`config.mk`:
```
export PLATFORM = sky130hd
export DESIGN_NAME = mem
export DESIGN_NICKNAME = d
export VERILOG_FILES = /design/src/rtl/mem.sv
export SDC_FILE = /design/constraint.sdc
export NUM_CORES = 1
export LEC_CHECK = 0
export CAP_MARGIN = 20
export CORE_MARGIN = 3
export CORE_UTILIZATION = 50
export DETAILED_ROUTE_END_ITERATION = 10
export GPL_ROUTABILITY_DRIVEN = 0
export PLACE_DENSITY = 0.69
export RECOVER_POWER = 100
export SLEW_MARGIN = 20
export SYNTH_ARGS = -nofsm -noshare
export SYNTH_HDL_FRONTEND = slang
export SYNTH_SLANG_ARGS = --single-unit
export TNS_END_PERCENT = 10
```
`constraint.sdc`:
```
create_clock -name clk -period 1.7 [get_ports clk]
set_input_delay 0.34 -clock clk [delete_from_list [all_inputs] [get_ports clk]]
set_output_delay 0.34 -clock clk [all_outputs]
set_load 0.01 [all_outputs]
```
`src/rtl/mem.sv`:
```
// 32 x 4-bit data RAM for the TI4 CPU: writes on the rising clk edge, combinational read of mem[addr].
// Latency: a write is visible on data_out right after its edge; there is no backpressure (one write per cycle, read port always valid).
module mem #(
  parameter int DATA_W = 4,
  parameter int ADDR_W = 5,
  parameter int DEPTH  = 32
) (
  input  logic              clk,
  input  logic              rst_n,
  input  logic              we,
  input  logic [ADDR_W-1:0] addr,
  input  logic [DATA_W-1:0] data_in,
  output logic [DATA_W-1:0] data_out
);

  logic [DATA_W-1:0] words [DEPTH];

  // Reset clears the whole array at once, so data_out reads 0 everywhere while rst_n is low.
  always_ff @(posedge clk or negedge rst_n) begin
    if (!rst_n) begin
      for (int i = 0; i < DEPTH; i++) begin
        words[i] <= '0;
      end
    end else if (we) begin
      words[addr] <= data_in;
    end
  end

  assign data_out = words[addr];

endmodule

```
==> qor.txt <==
FMAX -> 0.4662 GHz
VDD IR max -> 0.7953 mV
Clock Sink Count -> 128
Lkg Pwr -> 3.499 nW
Clk slew on worst S/H paths -> 0.05 ns
Final Core Density -> 0.6525
Layout area overhead -> 24.43%
Pre-antenna DRT Iters -> 4
Worst setup EP type -> primary output
Max clock buf depth -> 2
Drt drc -> 0
Yosys Warn Count -> 0
DR WL met3 -> 659 um
CTS root buffer -> clkbuf_16
Drt via density -> 5.925
Failing checks -> negative setup slack
Critical Path Start Type -> input port
Area after DPL -> 6799 um2
Syn nets -> 471
Tmin final -> 2.145 ns
Type of the worst setup path -> input port to primary output
Met2 wire len -> 7.016 mm
Met1 Wirelength -> 6.337 mm
Biggest regs -> words: 128 flops
# diodes -> 0
R2R Path End -> words[92]
FF-to-FF path depth -> 1
Site Rows -> 39
Critical Path AT -> 1.81 ns
Vert. Die Dim -> 116.8 um
Top reg by flops -> words
Max Cap Violations -> 0
Status -> complete, but fails checks
Worst-Margin Slew -> 0.9405 ns
Max reg flops -> 128
Starting Density -> 0.5244
Nets@finish -> 537
Initial DRC Count -> 316
Yosys cell types -> 28
# setup viols final -> 4
Post-synth ARST share -> 1.000
Commonest non-fill, non-tap cell in the layout -> dfrtp_1
GRT overflow -> 0
Top routing layer in use -> met4
Die area -> 13,650 um2
Reg-to-Reg Start -> words[92]
Tcrit/Tclk final -> 1.262
Pwr Density -> 1172 nW/um2
Worst hold-check path type -> flip-flop to flip-flop
Port bufs -> 15
Sequential fraction of the synthesis area -> 0.5216
I/O pins -> 16
Synth Instances -> 459
Placed Cells -> 636
Core area -> 11,710 um2
Worst-skew pair later-pin latency -> 0.41 ns
Post-Syn Area -> 6141 um2
Die Span X -> 116.8 um
Req. time, crit path -> 1.36 ns
Max-slew headroom -> 0.3730
R2R Setup Slk -> 0.90 ns
Final Non-Filler Cells -> 680
Design area -> 7641 um2
Final Hold Viols -> 0
CP Launch Point -> addr[4]
CTS H-Tree Depth -> 4
Most frequent cells in the layout -> dfrtp_1 (128), mux2_2 (126), mux2i_1 (60), buf_4 (43)
Pins Over Slew Limit -> 0
Clock Skews -> 0 ns
Setup_tns -> -1.720 ns
Final worst setup slack -> -0.4451 ns
Final wirelength -> 14.45 mm
Largest net degree at the start of global routing -> 72
First-pass GRT wire length -> 23.39 mm
RSZ-0062 raised after global routing -> yes
CTS tree -> built
Worst setup path end -> data_out[3]
Critical path peak fanout -> 9
Post-synthesis register bit count -> 128
Number of synthesized flops with an enable pin -> 0
Routed WL per cell -> 21.24 um
DP HPWL -> 10.00 mm
Clock buffer count from CTS -> 17
Synthesized area per cell -> 13.38 um2
All-Layer GR Usage -> 0.2309
Routed via count -> 4,029
Setup WS pre-CTS -> -1.376 ns
Layout cells sized above 1 -> 0.4879
Ys flop type -> dfrtp_1
Vias in the first global route -> 4,374
Initial antenna violation count -> 0
Final ANT Viol Nets -> 0
-- synth_stat cells (2+ instances only) --
master | instances | area [um2]
buf_2 | 12 | 60.06
buf_6 | 3 | 33.78
clkbuf_1 | 13 | 48.80
dfrtp_1 | 128 | 3203
mux2_1 | 2 | 22.52
mux2_2 | 126 | 1419
mux2i_1 | 64 | 640.6
nand2_1 | 19 | 71.32
nand3_1 | 6 | 30.03
nand3b_1 | 2 | 15.01
nand4b_1 | 4 | 35.03
nor2_1 | 12 | 45.04
nor2_2 | 3 | 18.77
nor3_2 | 3 | 30.03
nor3b_2 | 3 | 37.54
nor4_1 | 8 | 50.05
o22ai_1 | 32 | 200.2
or4b_1 | 4 | 40.04
or4bb_1 | 6 | 67.56
-- critical path, stage by stage --
cell      delay [ns]
clkbuf_4        0.17
buf_12          0.13
or4bb_4         0.55
buf_12          0.15
o22ai_4         0.15
nor4_4          0.07
nand2_1         0.10
buf_2           0.13
-- routing by layer --
metal | vias up | track usage
li1 | 1840 | -
met1 | 2084 | 0.2986
met2 | 78 | 0.3625
met3 | 27 | 0.06478
met4 | 0 | 0.1063
met5 | - | 0
-- where the power goes --
group | total, W | internal, W | switching (W) | leakage [nW]
sequential | 0.00395 | 0.00365 | 0.000307 | 1.64
combinational | 0.00149 | 0.000807 | 0.000681 | 1.58
clock | 0.00351 | 0.00229 | 0.00122 | 0.287
-- timing repair --
| item | 4_1_cts | 5_1_grt |
|---|---|---|
| pin swaps | 12 | 4 |
| gates cloned | 1 | 2 |
| gates resized for setup | 62 | 15 |
| hold endpoints to repair | 128 | 0 |
| hold buffers | 1 | 0 |
| setup endpoints to repair | 125 | 4 |
| buffers inserted | 9 | 1 |
-- cells by family after synthesis --
| kind of cell | after synthesis | synth area share |
|---|---|---|
| multiplexers | 192 | 0.3390 |
| AND/OR/NAND/NOR | 78 | 0.08232 |
| AO/OA/AOI/OAI | 32 | 0.03260 |
| buffers and inverters | 29 | 0.02445 |
| flip-flops | 128 | 0.5216 |
-- layout make-up --
class                   count  area [um2]
clock inverters             6       80.08
flip-flops and latches    128        3203
clock buffers              25       495.5
repair buffers             76       713.2
fillers                   883        4070
multi-input cells         302        2970
well taps                 143       178.9
-- how the worst min path moves through the flow --
stage,from,end,cells past startpoint
after floorplan,rst_n,words[0],0
after global placement,rst_n,words[109],2
after detailed placement,rst_n,words[105],2
after CTS,rst_n,words[110],3
after global routing,words[123],words[123],1
final,words[55],words[55],1
-- through the flow --
stage / hold slack [ns] / power, W
6_report: 0.4971 / 0.008956
4_1_cts: 0.4895 / 0.008999
3_3_place_gp: 0.3762 / 0.005330
3_5_place_dp: 0.3751 / 0.005408
2_1_floorplan: 0.04441 / 0.004861
5_1_grt: 0.5221 / 0.009345
Note: power is estimated with default switching activity, not from simulation.
